## src/rtl/clock_ctrl_pkg.sv

```systemverilog
// Shared mode encodings and default timing constants for the clock
// time-setting controller.
package clock_ctrl_pkg;

    typedef enum logic [1:0] {
        MODE_RUN      = 2'd0,
        MODE_SET_HOUR = 2'd1,
        MODE_SET_MIN  = 2'd2,
        MODE_SET_SEC  = 2'd3
    } mode_t;

    localparam int DEF_REPEAT_DELAY = 8;
    localparam int DEF_REPEAT_RATE  = 2;
    localparam int DEF_TIMEOUT_S    = 10;

    function automatic mode_t next_mode(input mode_t m);
        case (m)
            MODE_RUN:      return MODE_SET_HOUR;
            MODE_SET_HOUR: return MODE_SET_MIN;
            MODE_SET_MIN:  return MODE_SET_SEC;
            default:       return MODE_RUN;
        endcase
    endfunction

endpackage

```

## src/rtl/clock_set_ctrl_btn_edge.sv

```systemverilog
// Button history register with rising-edge detect; history resets high
// so a button held through reset produces no edge.
module btn_edge (
    input  logic clk,
    input  logic rst,
    input  logic btn,
    output logic rise
);

    logic hist;

    always_ff @(posedge clk) begin
        if (rst) hist <= 1'b1;
        else     hist <= btn;
    end

    assign rise = btn & ~hist;

endmodule

```

## src/rtl/clock_set_ctrl.sv

```systemverilog
// Time-setting controller: mode sequencing, inc auto-repeat and inactivity
// timeout. Optional display blink: CLOCK_SET_CTRL_BLINK_EN.
import clock_ctrl_pkg::*;

module clock_set_ctrl #(
    parameter int REPEAT_DELAY = DEF_REPEAT_DELAY,
    parameter int REPEAT_RATE  = DEF_REPEAT_RATE,
    parameter int TIMEOUT_S    = DEF_TIMEOUT_S
) (
    input  logic       clk,
    input  logic       rst,
    input  logic       tick_1hz,
    input  logic       tick_fast,
    input  logic       btn_mode,
    input  logic       btn_inc,
    input  logic       btn_clr,
    output logic       adjust_sec,
    output logic       adjust_min,
    output logic       adjust_hour,
    output logic       keep,
    output logic       clear,
    output logic [1:0] mode,
    output logic       blink
);

    localparam int RW  = $clog2(REPEAT_DELAY + 1);
    localparam int RRW = $clog2(REPEAT_RATE + 1);
    localparam int TW  = $clog2(TIMEOUT_S + 1);

    mode_t          state;
    logic [RW-1:0]  rep_cnt;
    logic [RRW-1:0] rate_cnt;
    logic [TW-1:0]  to_cnt;

    logic mode_e, inc_e, clr_e;
    logic in_set, strobe, delay_hit, rate_hit, fire, to_hit;

    btn_edge u_mode (.clk(clk), .rst(rst), .btn(btn_mode), .rise(mode_e));
    btn_edge u_inc  (.clk(clk), .rst(rst), .btn(btn_inc),  .rise(inc_e));
    btn_edge u_clr  (.clk(clk), .rst(rst), .btn(btn_clr),  .rise(clr_e));

    // rep_cnt parks at REPEAT_DELAY; rate_cnt then paces further pulses
    always_comb begin
        in_set    = (state != MODE_RUN);
        strobe    = in_set && btn_inc && tick_fast;
        delay_hit = strobe && (rep_cnt == RW'(REPEAT_DELAY - 1));
        rate_hit  = strobe && (rep_cnt == RW'(REPEAT_DELAY))
                    && (rate_cnt == RRW'(REPEAT_RATE - 1));
        fire      = in_set && (inc_e || delay_hit || rate_hit);
        to_hit    = in_set && tick_1hz && (to_cnt == TW'(TIMEOUT_S - 1));
    end

    always_ff @(posedge clk) begin
        adjust_sec  <= 1'b0;
        adjust_min  <= 1'b0;
        adjust_hour <= 1'b0;
        clear       <= 1'b0;
        if (rst) begin
            state    <= MODE_RUN;
            rep_cnt  <= '0;
            rate_cnt <= '0;
            to_cnt   <= '0;
        end else if (clr_e) begin
            clear    <= 1'b1;
            state    <= MODE_RUN;
            rep_cnt  <= '0;
            rate_cnt <= '0;
            to_cnt   <= '0;
        end else if (mode_e) begin
            state    <= next_mode(state);
            rep_cnt  <= '0;
            rate_cnt <= '0;
            to_cnt   <= '0;
        end else begin
            if (!in_set || !btn_inc) begin
                rep_cnt  <= '0;
                rate_cnt <= '0;
            end else if (strobe) begin
                if (rep_cnt != RW'(REPEAT_DELAY)) rep_cnt <= rep_cnt + 1'b1;
                else if (rate_hit)                rate_cnt <= '0;
                else                              rate_cnt <= rate_cnt + 1'b1;
            end
            if (fire) begin
                case (state)
                    MODE_SET_HOUR: adjust_hour <= 1'b1;
                    MODE_SET_MIN:  adjust_min  <= 1'b1;
                    MODE_SET_SEC:  adjust_sec  <= 1'b1;
                    default:       ;
                endcase
                to_cnt <= '0;
            end else if (to_hit) begin
                state    <= MODE_RUN;
                to_cnt   <= '0;
                rep_cnt  <= '0;
                rate_cnt <= '0;
            end else if (in_set && tick_1hz) begin
                to_cnt <= to_cnt + 1'b1;
            end else if (!in_set) begin
                to_cnt <= '0;
            end
        end
    end

    assign keep = (state != MODE_RUN);
    assign mode = state;

`ifdef CLOCK_SET_CTRL_BLINK_EN
    always_ff @(posedge clk) begin
        if (rst || state == MODE_RUN) blink <= 1'b0;
        else if (btn_inc)             blink <= 1'b1;
        else if (tick_fast)           blink <= ~blink;
    end
`else
    assign blink = 1'b0;
`endif

endmodule

```

## config.mk

```make
export PLATFORM = sky130hd
export DESIGN_NAME = clock_set_ctrl
export DESIGN_NICKNAME = d
export VERILOG_FILES = /design/src/rtl/clock_ctrl_pkg.sv /design/src/rtl/clock_set_ctrl_btn_edge.sv /design/src/rtl/clock_set_ctrl.sv
export SDC_FILE = /design/constraint.sdc
export NUM_CORES = 1
export LEC_CHECK = 0
export ABC_AREA = 1
export CORE_UTILIZATION = 49
export CTS_BUF_LIST = sky130_fd_sc_hd__clkbuf_8
export CTS_CLUSTER_DIAMETER = 40
export DETAILED_ROUTE_END_ITERATION = 10
export GPL_ROUTABILITY_DRIVEN = 0
export PLACE_DENSITY = 0.77
export SLEW_MARGIN = 20
export SYNTH_ARGS = -nofsm -noshare
export SYNTH_HDL_FRONTEND = slang
export SYNTH_SLANG_ARGS = --single-unit
```

## constraint.sdc

```tcl
create_clock -name clk -period 1.5 [get_ports clk]
set_input_delay 0.3 -clock clk [delete_from_list [all_inputs] [get_ports clk]]
set_output_delay 0.3 -clock clk [all_outputs]
set_load 0.01 [all_outputs]
```

==> out/metrics.yaml, run 1 <==
place:
  portBuffers: 13
  dp_cells: 166
  dpl.hpwl_um: 1391
global_route:
  track_usage: 0.2170
  antenna_found_initial: 0
  grt_max_degree: 11
  grt_pass1_vias: 780
  grt_overflow: 0
  grt_pass1_wl_um: 3160
synthesis:
  synthDistinctLibCells: 23
  synthSimpleGateAreaFrac: 0.3184
  synth_edf_count: 0
  ys_ff_latch: 19
  async_flop_share: 0
  yosysTopAreaCell: "dfxtp_1"
  synth-compound-area-share: 0.04756
  synth.most_common_cell: "dfxtp_1"
  synth.cell_area_um2: 947.2
  synth_area_leaders: "dfxtp_1, ha_1, inv_1"
  synth.avg_cell_area_um2: 8.236
  synth_common_cells: "dfxtp_1, inv_1, nand2_1, nor2_1, ha_1"
  synth_fp_nets: 130
  synth_top_family_by_area: "simple AND/OR/NAND/NOR gates"
  yosysSeqAreaShare: 0.4016
  synth_cells: 115
  synth_flop_cell: "dfxtp_1"
  synthAdderAreaFrac: 0.1057
  yosys_warnings: 0
  synth_xor_area_frac: 0.03699
  synthMuxAreaShare: 0
  synth.top_cell.area_share: 0.4016
setup_path:
  r2r_start: "mode[1]"
  critPathArrivalTime_ns: 1.67
  worstSetupStartpointType: "flop"
  r2r_setup_slack_ns: 0.03
  crit-reg2reg-capture: "rep_cnt[3]"
  r2r_cells: 10
  crit_fanout: 6
  crit_path_end_kind: "flop"
  critical_path_class: "flop to flop"
  cp_data_required_time_ns: 1.69
clock_tree:
  insertion_delay_ns: 0.25
  cts-root-buf: "clkbuf_8"
  cts.sinks: 19
  clock_path_buffers: 2
  cts_tree: "built"
  clkTransAtPathRegs_ns: 0.07
  htreeDepth: 1
  cts_buffers: 3
  cts_hold_buf: 0
timing:
  drv_slew: 0
  finalCriticalPeriod_ns: 1.474
  finalClockSkew_ns: 0.003758
  rsz0062_at_grt: "true"
  final_hold_viol_count: 0
  setup-violations-final: 0
  fmax_ghz: 0.6786
  period_share: 0.9825
finish:
  regArea_um2: 382.9
  drive_gt1_frac: 0.3154
  area_growth_pct: 43.46
  multiInputGateArea_um2: 549.3
  fin_cells: 174
  diodes: 0
  nNetsFinal: 165
  nFillCells: 133
outcome:
  status: "completed"
route:
  wirelength_um: 2017
  remaining_drc_errors: 0
  ant_nets: 0
  drt_iter0_drc: 28
  first_pass_iters: 6
  vias_per_cell: 4.822
  vias: 839
  wl_per_cell_um: 11.59
min_path:
  hold_class: "flop to flop"
  min_to: "rate_cnt[1]"
  min_from: "rate_cnt[1]"
  whs_path_depth: 2
floorplanning:
  die-area_mm2: 0.002113
  die_w_um: 45.97
  rows: 15
  io_pins: 15
  start_util: 0.5369
  fp.dieH_um: 45.97
  core_area_mm2: 0.001764
power_and_ir_drop:
  power.leakage_nw: 0.5576
  p_total_mw: 0.9735
  peakVddDrop_v: 0.0006331
  power_density_mw_per_mm2: 716.4
run:
  drv_cap: 0
==> through the flow <==
step,instance area (um2),TNS (ns),util,worst slack [ns],hold slack (ns)
final,1359,0,0.7702,0.02632,0.4573
after CTS,1318,0,0.7468,0.005312,0.4614
after global placement,1221,-1.486,0.6922,-0.1378,0.4434
after global routing,1359,-0.7302,0.7702,-0.07741,0.4951
after detailed placement,1221,-1.982,0.6922,-0.1522,0.4511
after floorplan,949.7,0,-,0.005751,0.3724
==> worst max-delay path by stage <==
| stage | end | slack (ns) | startpoint | cells past startpoint |
|---|---|---|---|---|
| 2_1_floorplan | to_cnt[3] | 0.006 | mode[0] | 10 |
| 5_1_grt | rep_cnt[3] | -0.08 | mode[1] | 10 |
| 6_report | rep_cnt[3] | 0.03 | mode[1] | 10 |
| 3_3_place_gp | adjust_min | -0.14 | btn_inc | 7 |
| 4_1_cts | rep_cnt[1] | 0.005 | mode[0] | 10 |
| 3_5_place_dp | adjust_hour | -0.15 | btn_inc | 7 |
==> worst max-delay path, stage by stage (launching register included) <==
cell and delay, ns:
dfxtp_2 0.34, inv_2 0.05, ha_4 0.17, inv_6 0.07, buf_12 0.10, nand3_4 0.09
nor2_4 0.16, nand2_2 0.10, nand3_4 0.09, nand4_4 0.13, nor2_1 0.13
==> layer usage <==
metal,part of all wire,up-vias,GRT usage
met1,0.41,393,0.2271
li1,-,425,-
met4,0.0055,0,0.1059
met2,0.55,19,0.4085
met5,0,-,0
met3,0.029,2,0.03571
==> registers in the layout (all words and copies together) (netlist names) <==
register     cells
adjust_sec       1
adjust_hour      1
mode             2
rep_cnt          4
rate_cnt         2
u_inc.hist       1
u_mode.hist      1
to_cnt           4
clear            1
u_clr.hist       1
adjust_min       1
==> cells in the final DEF, fill, tap and decap left out <==
master / netlist / final
a21oi_1: 5 / 4
a21oi_2: 0 / 1
buf_12: 0 / 1
buf_4: 1 / 17
clkbuf_8: 0 / 3
clkdlybuf4s50_1: 0 / 10
conb_1: 1 / 1
dfxtp_1: 19 / 17
dfxtp_2: 0 / 2
dlygate4sd2_1: 0 / 3
ha_1: 8 / 7
ha_4: 0 / 1
inv_1: 18 / 17
inv_2: 0 / 2
inv_6: 0 / 1
nand2_1: 14 / 13
nand2_2: 3 / 2
nand2_4: 0 / 2
nand3_1: 7 / 7
nand3_4: 1 / 2
nand4_1: 2 / 2
nand4_4: 1 / 1
nor2_1: 14 / 11
nor2_2: 2 / 4
nor2_4: 2 / 3
nor3_1: 1 / 1
nor3b_2: 0 / 3
o21ai_0: 4 / 4
or2_1: 1 / 1
or2_2: 2 / 2
xor2_1: 4 / 4
==> area by class of cell <==
| class | count | area share |
|---|---|---|
| multi-input combinational | 76 | 0.4042 |
| sequential | 19 | 0.2818 |
| timing repair buffer | 31 | 0.2017 |
| inverter | 19 | 0.05617 |
| clock buffer | 3 | 0.03039 |
| tap | 25 | 0.02302 |
| clock inverter | 1 | 0.002762 |
==> repair_timing <==
item | in CTS | in global routing
pin swaps | 6 | 9
gates resized for setup | 15 | 5
setup buffers | 1 | 3
endpoints found under the hold margin | 0 | 0
setup endpoints to repair | 18 | 16
==> cells by family after synthesis <==
group           Yosys count
xor+xnor                  4
simple gates             54
compound gates            9
other cells               1
buf+inv                  20
flops                    19
fa+ha+maj                 8
==> power breakdown <==
group          switching, mW  leakage [nW]  internal, mW
sequential           0.00257         0.155         0.511
clock                  0.160        0.0269         0.182
combinational         0.0556         0.376        0.0617
Note: power is estimated with default switching activity, not from simulation.
==> run 2, diff against run 1 <==
GPL_TIMING_DRIVEN = 0   (was unset)
==> run 2 against run 1 <==
Die area is the same. Clock skew up 0.0018 ns. Clock-buffer cell count unchanged. Critical endpoint is now mode[1].
==> out/metrics.yaml, run 2 (synthesis results as in run 1) <==
timing:
  finalClockSkew_ns: 0.005530
  period_share: 0.9733
  fmax_ghz: 0.6849
  finalWorstSetupSlack_ns: 0.04001
  rsz0062_at_grt: "true"
  finalCriticalPeriod_ns: 1.460
  setup-violations-final: 0
  final_hold_viol_count: 0
  drv_slew: 0
setup_path:
  worstSetupStartpointType: "flop"
  slowest_stage: "clkdlybuf4s50_1"
  slowest_delay_ns: 0.53
  crit_fanout: 4
  cp_num_buf_inv: 1
  critPathArrivalTime_ns: 1.16
  r2r_start: "mode[1]"
  cpLargestDelayFamily: "buffers and inverters"
  crit-reg2reg-capture: "rep_cnt[3]"
  cp_data_required_time_ns: 1.20
  crit_path_end_kind: "output port"
  r2r_setup_slack_ns: 0.05
  critical_path_class: "flop to output port"
  worstPathCellList: "clkdlybuf4s50_1"
  startpoint: "mode[1]"
  r2r_cells: 9
floorplanning:
  die_w_um: 45.97
  die-area_mm2: 0.002113
  io_pins: 15
  start_util: 0.5369
  rows: 15
  core_area_mm2: 0.001764
  fp.dieH_um: 45.97
outcome:
  status: "completed"
route:
  vias_per_cell: 4.793
  first_pass_iters: 4
  drt_iter0_drc: 14
  wl_per_cell_um: 11.20
  remaining_drc_errors: 0
  ant_nets: 0
  vias: 786
  wirelength_um: 1836
min_path:
  min_to: "u_inc.hist"
  min_from: "btn_inc"
  whs_path_depth: 3
  hold_class: "input port to flop"
finish:
  largestRegisters: "rep_cnt: 4 flops, to_cnt: 4 flops"
  fin_cells: 164
  final_common_cell: "dfxtp_1"
  drive_gt1_frac: 0.2806
  final_cell_mix: "dfxtp_1, inv_1, nand2_1"
  post-route-util: 0.7220
  area_growth_pct: 34.48
  nFillCells: 146
  nNetsFinal: 155
  diodes: 0
global_route:
  grt_pass1_vias: 664
  grt_pass1_wl_um: 2656
  antenna_found_initial: 0
  grt_overflow: 0
  track_usage: 0.1771
  grt_max_degree: 12
clock_tree:
  cts.sinks: 19
  cts_buffers: 3
  clock_path_buffers: 2
  insertion_delay_ns: 0.25
  clkTransAtPathRegs_ns: 0.07
  cts_tree: "built"
  cts_hold_buf: 0
  cts-root-buf: "clkbuf_8"
  htreeDepth: 1
power_and_ir_drop:
  power.leakage_nw: 0.4927
  peakVddDrop_v: 0.0005954
  power_density_mw_per_mm2: 751.2
place:
  dp_cells: 153
  portBuffers: 13
  pre_cts_ws_ns: -0.2436
  dpl.hpwl_um: 1271
run:
  drv_cap: 0
==> run 2: how the worst max path moves through the flow <==
stage,cells past startpoint,end
2_1_floorplan,10,to_cnt[3]
3_3_place_gp,8,to_cnt[3]
6_report,1,mode[1]
4_1_cts,4,keep
5_1_grt,9,rep_cnt[3]
3_5_place_dp,7,rep_cnt[3]
==> run 2: area by class of cell <==
type / count / area (um2) / share of cell area
flip-flops and latches: 19 / 385.4 / 0.3026
clock buffers: 3 / 41.29 / 0.03242
inverters: 19 / 78.83 / 0.06189
well taps: 25 / 31.28 / 0.02456
multi-input cells: 76 / 538.0 / 0.4224
repair buffers: 20 / 186.4 / 0.1464
plain buffers: 1 / 7.507 / 0.005894
clock inverters: 1 / 5.005 / 0.003929
==> run 2: metal layers <==
layer | global-route usage | vias to the layer above | wire, um
met5 | 0 | - | 0
met4 | 0.05294 | 0 | 11
met3 | 0.03571 | 2 | 50
met2 | 0.3296 | 15 | 980
met1 | 0.1985 | 360 | 794
li1 | - | 409 | -
==> run 2: where the power goes <==
group / total [mW] / switching (mW) / internal (mW)
Combinational: 0.0948 / 0.0496 / 0.0452
Sequential: 0.513 / 0.00323 / 0.510
Clock: 0.349 / 0.165 / 0.184
==> run 2: repair_timing <==
action	4_1_cts	5_1_grt
pin swaps	1	4
buffers inserted	2	5
endpoints found under the hold margin	0	0
endpoints found under the setup margin	16	16
gates resized for setup	6	16
gates cloned	0	0
==> run 2: stage by stage <==
| step | instance area, um2 | power [mW] | hold WS, ns | TNS, ns |
|---|---|---|---|---|
| after floorplan | 949.7 | 0.5680 | 0.3724 | 0 |
| after global placement | 1111 | 0.6005 | 0.4439 | -2.690 |
| after detailed placement | 1111 | 0.6031 | 0.4473 | -3.269 |
| after CTS | 1189 | 0.9511 | 0.4572 | 0 |
| after global routing | 1274 | 0.9955 | 0.4520 | -0.08904 |
| final | 1274 | 0.9568 | 0.4293 | 0 |
==> run 3, diff against run 2 <==
PLACE_DENSITY = 0.79   (was 0.77)
RECOVER_POWER = 100   (was unset)
==> run 3 against run 2 <==
Cell area grew 1.9%. Sequential cell count is the same. Setup slack lost 0.023 ns. Register-to-register slack lost 0.02 ns. Wire length grew 16%. Total power grew 1.4%. Sequential share of layout area shrank 0.75 points. First-iteration DRC count is the same. Largest power group unchanged. Highest routed layer unchanged. Clock skew shrank 0.0028 ns. Largest cell class unchanged.
==> out/metrics.yaml, run 3 (synthesis results as in run 1) <==
setup_path:
  r2r_start: "mode[1]"
  endpoint: "adjust_sec"
  critPathArrivalTime_ns: 1.66
  crit_top_cell: "nand2_4"
  crit-reg2reg-capture: "adjust_sec"
  slowest_delay_ns: 0.60
  cp_num_buf_inv: 1
  startpoint: "btn_inc"
  cpLargestDelayFamily: "simple AND/OR/NAND/NOR gates"
  critical_path_class: "input port to flop"
  crit_path_end_kind: "flop"
  path_depth: 7
  r2r_cells: 9
  worstPathCellList: "clkdlybuf4s50_1 -> nand3_4 -> nor2_4 -> nand2_4 -> nand2_2 -> nand2_4 -> nor3b_2"
  cp_data_required_time_ns: 1.67
  worstSetupStartpointType: "input port"
  slowest_stage: "clkdlybuf4s50_1"
  r2r_setup_slack_ns: 0.03
  crit_fanout: 4
power_and_ir_drop:
  combPwrFrac: 0.106
  switchingPower_mw: 0.2285
  power_density_mw_per_mm2: 747.6
  internal_power_mw: 0.7415
  p_total_mw: 0.9700
  power.leakage_nw: 0.5187
  p_sw_frac: 0.2356
  p_seq_frac: 0.531
  peakVddDrop_v: 0.0007537
  clkPwrFrac: 0.363
route:
  wirelength_um: 2138
  vias: 812
  wl_per_cell_um: 12.96
  drt_iter0_drc: 14
  first_pass_iters: 4
  vias_per_cell: 4.921
  ant_nets: 0
  remaining_drc_errors: 0
global_route:
  grt_pass1_vias: 685
  antenna_found_initial: 0
  grt_pass1_wl_um: 2801
  grt_max_degree: 11
  track_usage: 0.1933
  grt_overflow: 0
place:
  placement.cell_area_mm2: 0.001111
  dp_cells: 153
  pre_cts_ws_ns: -0.2270
  dpl.hpwl_um: 1285
  portBuffers: 13
clock_tree:
  htreeDepth: 1
  cts-root-buf: "clkbuf_8"
  cts_tree: "built"
  cts_buffers: 3
  clock_path_buffers: 2
  insertion_delay_ns: 0.26
  cts.sinks: 19
  clkTransAtPathRegs_ns: 0.07
timing:
  final_hold_viol_count: 0
  drv_slew: 0
  period_share: 0.9886
  timing.hold.ws_ns: 0.4797
  tns_ns: 0
  finalCriticalPeriod_ns: 1.483
  finalWorstSetupSlack_ns: 0.01711
  fmax_ghz: 0.6744
  finalClockSkew_ns: 0.002762
  setup-violations-final: 0
run:
  drv_cap: 0
floorplanning:
  io_pins: 15
  rows: 15
  die_w_um: 45.97
  start_util: 0.5369
  fp.dieH_um: 45.97
  die-area_mm2: 0.002113
  core_area_mm2: 0.001764
finish:
  post-route-util: 0.7355
  nNetsFinal: 156
  diodes: 0
  area_growth_pct: 36.99
  drive_gt1_frac: 0.2857
  final_cell_mix: "dfxtp_1, inv_1, nand2_1"
  largestRegisters: "rep_cnt: 4 flops, to_cnt: 4 flops"
  final_cell_area_mm2: 0.001297
  fin_cells: 165
  final_common_cell: "dfxtp_1"
min_path:
  min_from: "rate_cnt[1]"
  hold_class: "flop to flop"
outcome:
  status: "completed"
-- run 3: cell count changes in the layout (fill, tap and decap cells not counted), sizes merged --
cell	delta
buf	+1
clkdlybuf4s25	+1
clkinv	-1
dlymetal6s2s	-1
inv	+1
-- run 3: routing by layer --
layer | part of all wire | wire length, um | up-vias | track usage
li1 | - | - | 410 | -
met1 | 0.42 | 908 | 371 | 0.2126
met2 | 0.52 | 1121 | 25 | 0.3437
met3 | 0.034 | 72 | 6 | 0.03571
met4 | 0.017 | 36 | 0 | 0.1059
met5 | 0 | 0 | - | 0
-- run 3: what timing repair did --
action	in CTS	in global routing
setup endpoints to repair	16	17
setup buffers	4	4
resized for setup	7	18
pin swaps	0	2
hold buffers	0	0
endpoints found under the hold margin	0	0
cloned	0	0
-- run 3: worst min-delay path by stage --
stage                     cells after the start  slack, ns           to
after CTS                                     2       0.48  rate_cnt[1]
after floorplan                               1       0.37        clear
final                                         2       0.48  rate_cnt[1]
after detailed placement                      2       0.47  rate_cnt[1]
after global routing                          2       0.51  rate_cnt[1]
after global placement                        2       0.44  rate_cnt[1]
-- run 3: area by class of cell --
| class | instances | area, um2 |
|---|---|---|
| Inverter | 19 | 78.83 |
| Multi-Input combinational cell | 76 | 560.5 |
| Tap cell | 25 | 31.28 |
| Sequential cell | 19 | 382.9 |
| Clock buffer | 3 | 41.29 |
| Buffer | 1 | 7.507 |
| Timing Repair Buffer | 21 | 191.4 |
| Fill cell | 139 | 466.7 |
| Clock inverter | 1 | 3.754 |
-- run 3: power groups by stage --
| stage | sequential, mW | combinational, mW | clock (mW) |
|---|---|---|---|
| 5_1_grt | 0.515 | 0.111 | 0.385 |
| 3_5_place_dp | 0.527 | 0.0762 | 0 |
| 2_1_floorplan | 0.527 | 0.0410 | 0 |
| 6_report | 0.515 | 0.103 | 0.353 |
| 3_3_place_gp | 0.526 | 0.0741 | 0 |
| 4_1_cts | 0.514 | 0.0863 | 0.353 |
-- run 3: worst register-to-register path, stage by stage (launching register included) --
cell and delay, ns:
dfxtp_2 0.37, inv_2 0.06, ha_4 0.18, inv_8 0.07
nand3_4 0.10, nor2_4 0.16, nand2_4 0.08, nand2_2 0.09
nand2_4 0.08, nor3b_2 0.20
